`config.mk`:
```
export PLATFORM = sky130hd
export DESIGN_NAME = fft8_mag_seq_flat
export DESIGN_NICKNAME = d
export VERILOG_FILES = /design/src/rtl/fft_pkg.sv /design/src/rtl/fft8_mag_seq_if.sv /design/src/rtl/fft8_mag_seq_isqrt.sv /design/src/rtl/fft8_mag_seq.sv /design/src/flat_wrapper.sv
export SDC_FILE = /design/constraint.sdc
export NUM_CORES = 1
export LEC_CHECK = 0
export ABC_AREA = 1
export ABC_CLOCK_PERIOD_IN_PS = 27700
export CORE_MARGIN = 2
export CORE_UTILIZATION = 25
export DETAILED_ROUTE_END_ITERATION = 10
export GPL_TIMING_DRIVEN = 1
export PLACE_DENSITY = 0.43
export SYNTH_ARGS = -nofsm -noshare
export SYNTH_HDL_FRONTEND = slang
export SYNTH_SLANG_ARGS = --single-unit
```
`constraint.sdc`:
```
create_clock -name clk -period 27.7 [get_ports clk]
set_input_delay 6.925 -clock clk [delete_from_list [all_inputs] [get_ports clk]]
set_output_delay 6.925 -clock clk [all_outputs]
set_load 0.01 [all_outputs]
```
`src/rtl/fft_pkg.sv`:
```
// Shared constants and state encoding for the FFT magnitude stage.
package fft_pkg;

    localparam int unsigned DW    = 12;  // signed input component width
    localparam int unsigned SCALE = 10;  // twiddle scale removed before squaring
    localparam int unsigned MW    = 9;   // magnitude width
    localparam int unsigned RW    = 18;  // radicand width, holds 2*204^2
    localparam int unsigned NBINS = 8;

    localparam logic [1:0] StIdle = 2'd0;
    localparam logic [1:0] StCalc = 2'd1;
    localparam logic [1:0] StSqrt = 2'd2;
    localparam logic [1:0] StOut  = 2'd3;

endpackage

```
`src/rtl/fft8_mag_seq_if.sv`:
```
// Frame input and magnitude output handshakes of the FFT magnitude stage.
interface fft8_mag_seq_if;
    import fft_pkg::*;

    logic                 in_valid;
    logic                 in_ready;
    logic signed [DW-1:0] Yr0, Yr1, Yr2, Yr3, Yr4, Yr5, Yr6, Yr7;
    logic signed [DW-1:0] Yi0, Yi1, Yi2, Yi3, Yi4, Yi5, Yi6, Yi7;
    logic                 mag_valid;
    logic                 mag_ready;
    logic [MW-1:0]        mag_out;
    logic [2:0]           mag_idx;
    logic                 mag_last;

    // Upstream FFT / downstream writer side
    modport master (
        output in_valid, Yr0, Yr1, Yr2, Yr3, Yr4, Yr5, Yr6, Yr7,
        output Yi0, Yi1, Yi2, Yi3, Yi4, Yi5, Yi6, Yi7, mag_ready,
        input  in_ready, mag_valid, mag_out, mag_idx, mag_last
    );

    // Magnitude block side
    modport slave (
        input  in_valid, Yr0, Yr1, Yr2, Yr3, Yr4, Yr5, Yr6, Yr7,
        input  Yi0, Yi1, Yi2, Yi3, Yi4, Yi5, Yi6, Yi7, mag_ready,
        output in_ready, mag_valid, mag_out, mag_idx, mag_last
    );

endinterface

```
`src/rtl/fft8_mag_seq_isqrt.sv`:
```
// Restoring digit-by-digit integer square root, one root bit per clock.
module isqrt_seq
    import fft_pkg::*;
(
    input  logic          clk,
    input  logic          rst,
    input  logic          start,
    input  logic [RW-1:0] radicand,
    output logic          busy,
    output logic          done,   // high during the final iteration cycle
    output logic [MW-1:0] root
);

    logic [RW-1:0] rad_q;
    logic [RW-1:0] rem_q;
    logic [MW-1:0] root_q;
    logic [3:0]    cnt_q;
    logic          busy_q;
    logic [RW+1:0] rem_t;
    logic [RW+1:0] trial;
    logic          take;

    // Trial subtraction of (4*root + 1) against the remainder with the next bit pair appended
    always_comb begin
        rem_t = {rem_q, rad_q[RW-1:RW-2]};
        trial = {{(RW - MW){1'b0}}, root_q, 2'b01};
        take  = (rem_t >= trial);
    end

    // Iteration registers: load on start, then shift two radicand bits per cycle
    always_ff @(posedge clk or posedge rst) begin
        if (rst) begin
            rad_q  <= '0;
            rem_q  <= '0;
            root_q <= '0;
            cnt_q  <= '0;
            busy_q <= 1'b0;
        end else if (start) begin
            rad_q  <= radicand;
            rem_q  <= '0;
            root_q <= '0;
            cnt_q  <= 4'd8;
            busy_q <= 1'b1;
        end else if (busy_q) begin
            rad_q  <= rad_q << 2;
            rem_q  <= take ? RW'(rem_t - trial) : RW'(rem_t);
            root_q <= {root_q[MW-2:0], take};
            if (cnt_q == 4'd0) begin
                busy_q <= 1'b0;
            end else begin
                cnt_q <= cnt_q - 4'd1;
            end
        end
    end

    assign busy = busy_q;
    // Flagged one cycle early so the caller's state advances on the same edge the root completes
    assign done = busy_q && (cnt_q == 4'd0);
    assign root = root_q;

endmodule

```
`src/rtl/fft8_mag_seq.sv`:
```
// Per-bin magnitude of an 8-bin FFT frame, streamed out in bin order.
module fft8_mag_seq
    import fft_pkg::*;
(
    input  logic          clk,
    input  logic          rst,
    fft8_mag_seq_if.slave bus
);

    localparam logic signed [DW-1:0] ScaleS = DW'(SCALE);

    logic [1:0]           state_q;
    logic [2:0]           idx_q;
    logic signed [DW-1:0] yr_q [NBINS];
    logic signed [DW-1:0] yi_q [NBINS];

    logic                 in_ready;
    logic                 sq_start;
    logic                 sq_busy;
    logic                 sq_done;
    logic [MW-1:0]        sq_root;
    logic signed [DW-1:0] r_div;
    logic signed [DW-1:0] i_div;
    logic signed [23:0]   r_w;
    logic signed [23:0]   i_w;
    logic [RW-1:0]        rad_calc;

    // Descale the selected bin (truncating toward zero) and form re^2 + im^2
    always_comb begin
        r_div    = yr_q[idx_q] / ScaleS;
        i_div    = yi_q[idx_q] / ScaleS;
        r_w      = r_div;
        i_w      = i_div;
        rad_calc = RW'($unsigned(r_w * r_w + i_w * i_w));
    end

    assign sq_start = (state_q == StCalc);

    isqrt_seq u_isqrt (
        .clk      (clk),
        .rst      (rst),
        .start    (sq_start),
        .radicand (rad_calc),
        .busy     (sq_busy),
        .done     (sq_done),
        .root     (sq_root)
    );

    // Frame capture, bin sequencing and output handshake
    always_ff @(posedge clk or posedge rst) begin
        if (rst) begin
            state_q <= StIdle;
            idx_q   <= '0;
            for (int k = 0; k < NBINS; k++) begin
                yr_q[k] <= '0;
                yi_q[k] <= '0;
            end
        end else begin
            case (state_q)
                StIdle: begin
                    if (bus.in_valid && in_ready) begin
                        yr_q[0] <= bus.Yr0;  yi_q[0] <= bus.Yi0;
                        yr_q[1] <= bus.Yr1;  yi_q[1] <= bus.Yi1;
                        yr_q[2] <= bus.Yr2;  yi_q[2] <= bus.Yi2;
                        yr_q[3] <= bus.Yr3;  yi_q[3] <= bus.Yi3;
                        yr_q[4] <= bus.Yr4;  yi_q[4] <= bus.Yi4;
                        yr_q[5] <= bus.Yr5;  yi_q[5] <= bus.Yi5;
                        yr_q[6] <= bus.Yr6;  yi_q[6] <= bus.Yi6;
                        yr_q[7] <= bus.Yr7;  yi_q[7] <= bus.Yi7;
                        idx_q   <= '0;
                        state_q <= StCalc;
                    end
                end
                StCalc: state_q <= StSqrt;
                StSqrt: begin
                    if (sq_done) begin
                        state_q <= StOut;
                    end
                end
                default: begin
                    if (bus.mag_ready) begin
                        if (idx_q == 3'd7) begin
                            state_q <= StIdle;
                        end else begin
                            idx_q   <= idx_q + 3'd1;
                            state_q <= StCalc;
                        end
                    end
                end
            endcase
        end
    end

    assign in_ready      = (state_q == StIdle) && !sq_busy;
    assign bus.in_ready  = in_ready;
    assign bus.mag_valid = (state_q == StOut);
    assign bus.mag_out   = (state_q == StOut) ? sq_root : '0;
    assign bus.mag_idx   = idx_q;
    assign bus.mag_last  = (state_q == StOut) && (idx_q == 3'd7);

endmodule

```
`src/flat_wrapper.sv`:
```
// flat-port wrapper written by rule: the top's interface ports become plain ports
module fft8_mag_seq_flat import fft_pkg::*;
  (clk, rst, bus_in_valid, bus_Yr0, bus_Yr1, bus_Yr2, bus_Yr3, bus_Yr4, bus_Yr5, bus_Yr6, bus_Yr7, bus_Yi0, bus_Yi1, bus_Yi2, bus_Yi3, bus_Yi4, bus_Yi5, bus_Yi6, bus_Yi7, bus_mag_ready, bus_in_ready, bus_mag_valid, bus_mag_out, bus_mag_idx, bus_mag_last);
  fft8_mag_seq_if bus_i ();
  input  logic clk;
  input  logic rst;
  input wire logic [$bits(bus_i.in_valid)-1:0] bus_in_valid;
  input wire logic [$bits(bus_i.Yr0)-1:0] bus_Yr0;
  input wire logic [$bits(bus_i.Yr1)-1:0] bus_Yr1;
  input wire logic [$bits(bus_i.Yr2)-1:0] bus_Yr2;
  input wire logic [$bits(bus_i.Yr3)-1:0] bus_Yr3;
  input wire logic [$bits(bus_i.Yr4)-1:0] bus_Yr4;
  input wire logic [$bits(bus_i.Yr5)-1:0] bus_Yr5;
  input wire logic [$bits(bus_i.Yr6)-1:0] bus_Yr6;
  input wire logic [$bits(bus_i.Yr7)-1:0] bus_Yr7;
  input wire logic [$bits(bus_i.Yi0)-1:0] bus_Yi0;
  input wire logic [$bits(bus_i.Yi1)-1:0] bus_Yi1;
  input wire logic [$bits(bus_i.Yi2)-1:0] bus_Yi2;
  input wire logic [$bits(bus_i.Yi3)-1:0] bus_Yi3;
  input wire logic [$bits(bus_i.Yi4)-1:0] bus_Yi4;
  input wire logic [$bits(bus_i.Yi5)-1:0] bus_Yi5;
  input wire logic [$bits(bus_i.Yi6)-1:0] bus_Yi6;
  input wire logic [$bits(bus_i.Yi7)-1:0] bus_Yi7;
  input wire logic [$bits(bus_i.mag_ready)-1:0] bus_mag_ready;
  output wire logic [$bits(bus_i.in_ready)-1:0] bus_in_ready;
  output wire logic [$bits(bus_i.mag_valid)-1:0] bus_mag_valid;
  output wire logic [$bits(bus_i.mag_out)-1:0] bus_mag_out;
  output wire logic [$bits(bus_i.mag_idx)-1:0] bus_mag_idx;
  output wire logic [$bits(bus_i.mag_last)-1:0] bus_mag_last;
  assign bus_i.in_valid = bus_in_valid;
  assign bus_i.Yr0 = bus_Yr0;
  assign bus_i.Yr1 = bus_Yr1;
  assign bus_i.Yr2 = bus_Yr2;
  assign bus_i.Yr3 = bus_Yr3;
  assign bus_i.Yr4 = bus_Yr4;
  assign bus_i.Yr5 = bus_Yr5;
  assign bus_i.Yr6 = bus_Yr6;
  assign bus_i.Yr7 = bus_Yr7;
  assign bus_i.Yi0 = bus_Yi0;
  assign bus_i.Yi1 = bus_Yi1;
  assign bus_i.Yi2 = bus_Yi2;
  assign bus_i.Yi3 = bus_Yi3;
  assign bus_i.Yi4 = bus_Yi4;
  assign bus_i.Yi5 = bus_Yi5;
  assign bus_i.Yi6 = bus_Yi6;
  assign bus_i.Yi7 = bus_Yi7;
  assign bus_i.mag_ready = bus_mag_ready;
  assign bus_in_ready = bus_i.in_ready;
  assign bus_mag_valid = bus_i.mag_valid;
  assign bus_mag_out = bus_i.mag_out;
  assign bus_mag_idx = bus_i.mag_idx;
  assign bus_mag_last = bus_i.mag_last;
  fft8_mag_seq u_core (.clk(clk), .rst(rst), .bus(bus_i));
endmodule
```
==> results.yml, run 1 <==
cts:
  clkSinkCount: 247
  cts.repair.resized: 0
  cts_buffer_depth: 3
  cts_max_level: 2
  cts_buffers: 35
  clockRootBuffer: "clkbuf_16"
  cts_tree: "done"
  post-cts-setup-buffers: 0
  cts_hold_buffers: 0
  clkTransAtPathRegs_ns: 0.06
  clock_latency_ns: 0.55
sta:
  setup_tns_ns: 0
  fin_crit_sh_pct: 53.2
  finalHoldViolCount: 0
  rsz0062_at_grt: "false"
  period_minus_slack_ns: 14.74
  timing.slew.headroom_pct: 22.8
  clock-skew-final_ns: 0.0371
  tightest_slew_ns: 1.15
  clock.fmax_ghz: 0.0679
  drv_slew: 0
  setup-violations-final: 0
routing:
  first_iter_violations: 803
  drt-total-wl_um: 64700
  via_per_inst: 4.25
  first_pass_iters: 5
  vias: 17800
  ant_nets: 0
  detail_route.wl_per_cell_um: 15.5
  drc: 0
synthesis:
  synth_warnings: 0
  yosysTopAreaCellShare_pct: 28.7
  synth.avg_cell_area_um2: 7.56
  ys_top_cells_by_count: "nand2_1, inv_1, dfrtp_1"
  synth_cells: 2850
  synthesis.area_um2: 21500
  ys_top_cells_by_area: "dfrtp_1, fa_1, nand2_1, inv_1, ha_1"
  synth_fp_nets: 3337
  synth_edf_count: 0
  async_reset_ff_share_pct: 100
  yosysMostFrequentCell: "nand2_1"
  synth-seq-cells: 247
  ys.flop_type: "dfrtp_1"
  synth_area_leader_cell: "dfrtp_1"
  synth_cell_types: 50
  ys_seq_area_share_pct: 28.7
placed_design:
  port_buffers: 210
  dp_hpwl_um: 49400
  gp_routability_congestion: 0.790
floorplan:
  die_h_um: 298
  die_x_um: 298
  ios: 211
  rows: 107
  die_area_um2: 88500
  start_util_pct: 25.3
  core-area_um2: 85300
layout:
  syn2layout_area_growth_pct: 19.9
  fill_cells: 9337
  nets: 3494
  layout-drive-gt1-share_pct: 5.87
global_routing:
  grt_max_degree: 118
  grt_pass1_wl_um: 104000
  grt_overflow_total: 0
  antenna_found_initial: 9
  first_global_vias: 18600
  grt_usage_pct: 14.7
worst_setup_path:
  crit_buf_inv: 20
  crit_type: "reg2reg"
  worstSetupEndpointType: "flop"
  cp_top_family: "simple AND/OR/NAND/NOR gates"
  cp_slowest_cell: "buf_4"
  cp.arrival_ns: 15.18
  worstPathRequired_ns: 28.14
  cpMostUsedCell: "nand2_1"
  worstPathMaxFanout: 87
  ff2ff_setup_slack_ns: 12.96
  start_kind: "flop"
  crit_path_max_incr_delay_ns: 0.85
min_path:
  hp-class: "reg2reg"
run_status:
  status: "finished clean"
flow_run:
  timing.max_cap.violations: 0
routing by layer:
layer  global-route usage [%]  up-vias  wire [µm]
met5                        0        -         70
met3                     2.52       65       2570
met1                     20.3     8427      31200
met4                     2.44       10        980
li1                         -     8994          -
met2                     24.4      275      29900
state kept, by name (all words and copies together), names as in the netlist:
| name | cells |
|---|---|
| u_core.yi_q | 96 |
| u_core.yr_q | 96 |
| u_core.u_isqrt.rad_q | 18 |
| u_core.u_isqrt.rem_q | 18 |
| u_core.u_isqrt.root | 9 |
| u_core.u_isqrt.cnt_q | 4 |
| u_core.bus.mag_idx | 3 |
| u_core.state_q | 2 |
| u_core.u_isqrt.busy | 1 |
worst register-to-register path, delay by kind of cell, from the launching register on:
kind	cells	cell delay, ns
XOR/XNOR	2	0.94
flip-flops	1	0.81
buffers and inverters	20	2.80
AND/OR/NAND/NOR	53	5.04
AO/OA/AOI/OAI	8	1.22
adder cells (fa/ha/maj)	9	3.80
cells in the final DEF (no fill, tap or decap), drive strengths merged, types with 39 or more instances in the layout:
cell           count
clkbuf            54
dfrtp            247
o21ai            217
fa               193
nor2             214
a21oi             46
xor2              39
nand3            163
nand2            852
ha                98
clkdlybuf4s50    210
inv              555
final cells by class:
cell class                      instances  area, µm²  share of cell area [%]
Antenna cell                            2       5.00                  0.0194
Timing Repair Buffer                  227       2230                    8.64
Clock inverter                          8       96.3                   0.373
Inverter                              558       2110                    8.18
Clock buffer                           54       1050                    4.06
Tap cell                             1144       1430                    5.54
Multi-Input combinational cell       1938      12700                    49.2
Sequential cell                       247       6190                    24.0
metrics by stage:
stage / utilization [%] / setup WS [ns] / instance area, µm² / hold WS, ns / cells
floorplan: - / 13.99 / 21500 / 0.444 / 2850
global route: 30.3 / 11.46 / 25800 / 0.490 / 4177
detailed placement: 28.9 / 12.93 / 24700 / 0.460 / 4114
finish: 30.3 / 12.96 / 25800 / 0.472 / 4178
global placement: 28.9 / 12.94 / 24700 / 0.458 / 4114
CTS: 30.3 / 12.88 / 25800 / 0.476 / 4176
path summary, 6_finish.rpt:
path | from | end | cells after the start
min reg2reg | u_core.yi_q[4]$_DFFE_PP0P_ | u_core.yi_q[4]$_DFFE_PP0P_ | 2
max in group asynchronous | rst | u_core.yr_q[65]$_DFFE_PP0P_ | 3
min | u_core.yi_q[4]$_DFFE_PP0P_ | u_core.yi_q[4]$_DFFE_PP0P_ | 2
max reg2reg | u_core.bus.mag_idx[0]$_DFFE_PP0P_ | u_core.u_isqrt.rad_q[17]$_DFFE_PP0P_ | 92
min in group asynchronous | rst | u_core.u_isqrt.root[2]$_DFFE_PP0P_ | 2
max | u_core.bus.mag_idx[0]$_DFFE_PP0P_ | u_core.u_isqrt.rad_q[17]$_DFFE_PP0P_ | 92
cell families after synthesis:
logic type | Yosys count | synth area share (%)
xor+xnor | 56 | 2.34
compound gates | 333 | 8.65
buf+inv | 665 | 12.3
simple gates | 1258 | 24.4
flops | 247 | 28.7
fa+ha+maj | 291 | 23.6
Power of run 1 is not shown: default switching activity piles up to over one toggle a cycle in this logic, so the estimate is an artifact.
==> run 2, diff against run 1 <==
--- a/config.mk
+++ b/config.mk
@@ -6,12 +6,12 @@
 export NUM_CORES = 1
 export LEC_CHECK = 0
 export ABC_AREA = 1
-export ABC_CLOCK_PERIOD_IN_PS = 27700
+export ABC_CLOCK_PERIOD_IN_PS = 12300
 export CORE_MARGIN = 2
 export CORE_UTILIZATION = 25
 export DETAILED_ROUTE_END_ITERATION = 10
 export GPL_TIMING_DRIVEN = 1
-export PLACE_DENSITY = 0.43
+export PLACE_DENSITY = 0.45
 export SYNTH_ARGS = -nofsm -noshare
 export SYNTH_HDL_FRONTEND = slang
 export SYNTH_SLANG_ARGS = --single-unit
==> constraint.sdc (replaced) <==
create_clock -name clk -period 12.3 [get_ports clk]
set_input_delay 3.075 -clock clk [delete_from_list [all_inputs] [get_ports clk]]
set_output_delay 3.075 -clock clk [all_outputs]
set_load 0.01 [all_outputs]
==> results.yml, run 2 (same netlist as run 1, synthesis figures left out) <==
global_routing:
  grt_max_degree: 182
  grt_overflow_total: 0
  antenna_found_initial: 1
  grt_usage_pct: 14.8
  first_global_vias: 18800
  grt_pass1_wl_um: 105000
placed_design:
  dp_hpwl_um: 51000
  port_buffers: 210
  gp_routability_congestion: 0.827
worst_setup_path:
  cpMostUsedCell: "nand2_1"
  r2r_start: "u_core.bus.mag_idx[0]$_DFFE_PP0P_"
  endpoint: "u_core.u_isqrt.rad_q[17]$_DFFE_PP0P_"
  worstPathMaxFanout: 22
  ff2ff_setup_slack_ns: 0.35
  crit_type: "reg2reg"
  worstPathRequired_ns: 12.78
  worstSetupEndpointType: "flop"
  start_kind: "flop"
  rr_worst_depth: 90
  critPathLaunch: "u_core.bus.mag_idx[0]$_DFFE_PP0P_"
  cp_slowest_cell: "fa_1"
  cp.arrival_ns: 12.43
  r2r-end: "u_core.u_isqrt.rad_q[17]$_DFFE_PP0P_"
  crit_path_max_incr_delay_ns: 0.58
layout:
  final_common_cell: "nand2_1"
  most-common-layout-cells: "nand2_1, inv_1, dfrtp_1"
  layout-drive-gt1-share_pct: 16.2
  antennaDiodeCount: 0
  top_regs: "u_core.yi_q (96), u_core.yr_q (96)"
  syn2layout_area_growth_pct: 31.1
  fin_util_pct: 33.1
  nets: 3630
routing:
  drc: 0
  via_per_inst: 4.30
  first_pass_iters: 7
  drt-total-wl_um: 67600
  ant_nets: 0
  vias: 18500
  first_iter_violations: 1061
  detail_route.wl_per_cell_um: 15.7
sta:
  clock-skew-final_ns: 0.0281
  clock.fmax_ghz: 0.0837
  timing.slew.headroom_pct: 26.9
  fin_crit_sh_pct: 97.1
  tightest_slew_ns: 1.10
  finalHoldViolCount: 0
  drv_slew: 0
  setup-violations-final: 0
  rsz0062_at_grt: "true"
  period_minus_slack_ns: 11.95
floorplan:
  core-area_um2: 85300
  die_area_um2: 88500
  die_h_um: 298
  die_x_um: 298
  rows: 107
  ios: 211
  start_util_pct: 25.3
cts:
  clkTransAtPathRegs_ns: 0.06
  clkSinkCount: 247
  cts_max_level: 1
  clock_latency_ns: 0.61
  clockRootBuffer: "clkbuf_16"
  cts_buffers: 31
  cts_buffer_depth: 3
  cts_hold_buffers: 0
  cts_tree: "done"
min_path:
  hp-class: "reg2reg"
flow_run:
  timing.max_cap.violations: 0
run_status:
  status: "finished clean"
run 2: per-stage QoR:
stage	setup TNS, ns	cells	area (µm²)	hold slack (ns)	setup slack [ns]
after floorplan	0	2850	21500	0.444	0.538
after global placement	-0.0406	4181	25300	0.457	-0.0406
after detailed placement	-0.204	4181	25300	0.461	-0.204
after CTS	0	4244	26500	0.478	0.00249
after global routing	-0.623	4311	28200	0.491	-0.509
final	0	4311	28200	0.477	0.352
run 2: critical path: cells and delay by family, from the launching register on:
kind            cells  cell delay, ns
compound gates      7            0.86
buf+inv            19            1.71
flops               1            0.51
fa+ha+maj           9            3.64
xor+xnor            2            0.34
simple gates       53            4.77
run 2: repair_timing:
action                                  4_1_cts  5_1_grt
gates cloned                                  2        6
pin swaps                                     1      157
setup buffers                                 4       61
resized for setup                            16      296
hold endpoints to repair                      0        0
endpoints found under the setup margin        1        6
run 2: final cells by class:
class,count,area [µm²]
multi-input cells,1938,13700
inverters,558,2140
clock inverters,19,219
well taps,1144,1430
fillers,9230,57000
flip-flops and latches,247,6190
repair buffers,367,3680
clock buffers,38,842
run 2: metal layers:
layer | global-route usage, % | wire length [µm]
met5 | 0 | 0
met1 | 21.2 | 32700
met2 | 23.8 | 30900
met4 | 2.81 | 1410
met3 | 1.87 | 2580
run 2: worst min path at each step:
stage / from / to / slack (ns) / cells past startpoint
after floorplan: u_core.yi_q[0]$_DFFE_PP0P_ / u_core.yi_q[0]$_DFFE_PP0P_ / 0.44 / 2
after global placement: u_core.yi_q[92]$_DFFE_PP0P_ / u_core.yi_q[92]$_DFFE_PP0P_ / 0.46 / 2
after detailed placement: u_core.yi_q[92]$_DFFE_PP0P_ / u_core.yi_q[92]$_DFFE_PP0P_ / 0.46 / 2
after CTS: u_core.yi_q[92]$_DFFE_PP0P_ / u_core.yi_q[92]$_DFFE_PP0P_ / 0.48 / 2
after global routing: u_core.yi_q[38]$_DFFE_PP0P_ / u_core.yi_q[38]$_DFFE_PP0P_ / 0.49 / 2
final: u_core.yi_q[87]$_DFFE_PP0P_ / u_core.yi_q[87]$_DFFE_PP0P_ / 0.48 / 2
Power of run 2 is left out for the same reason.
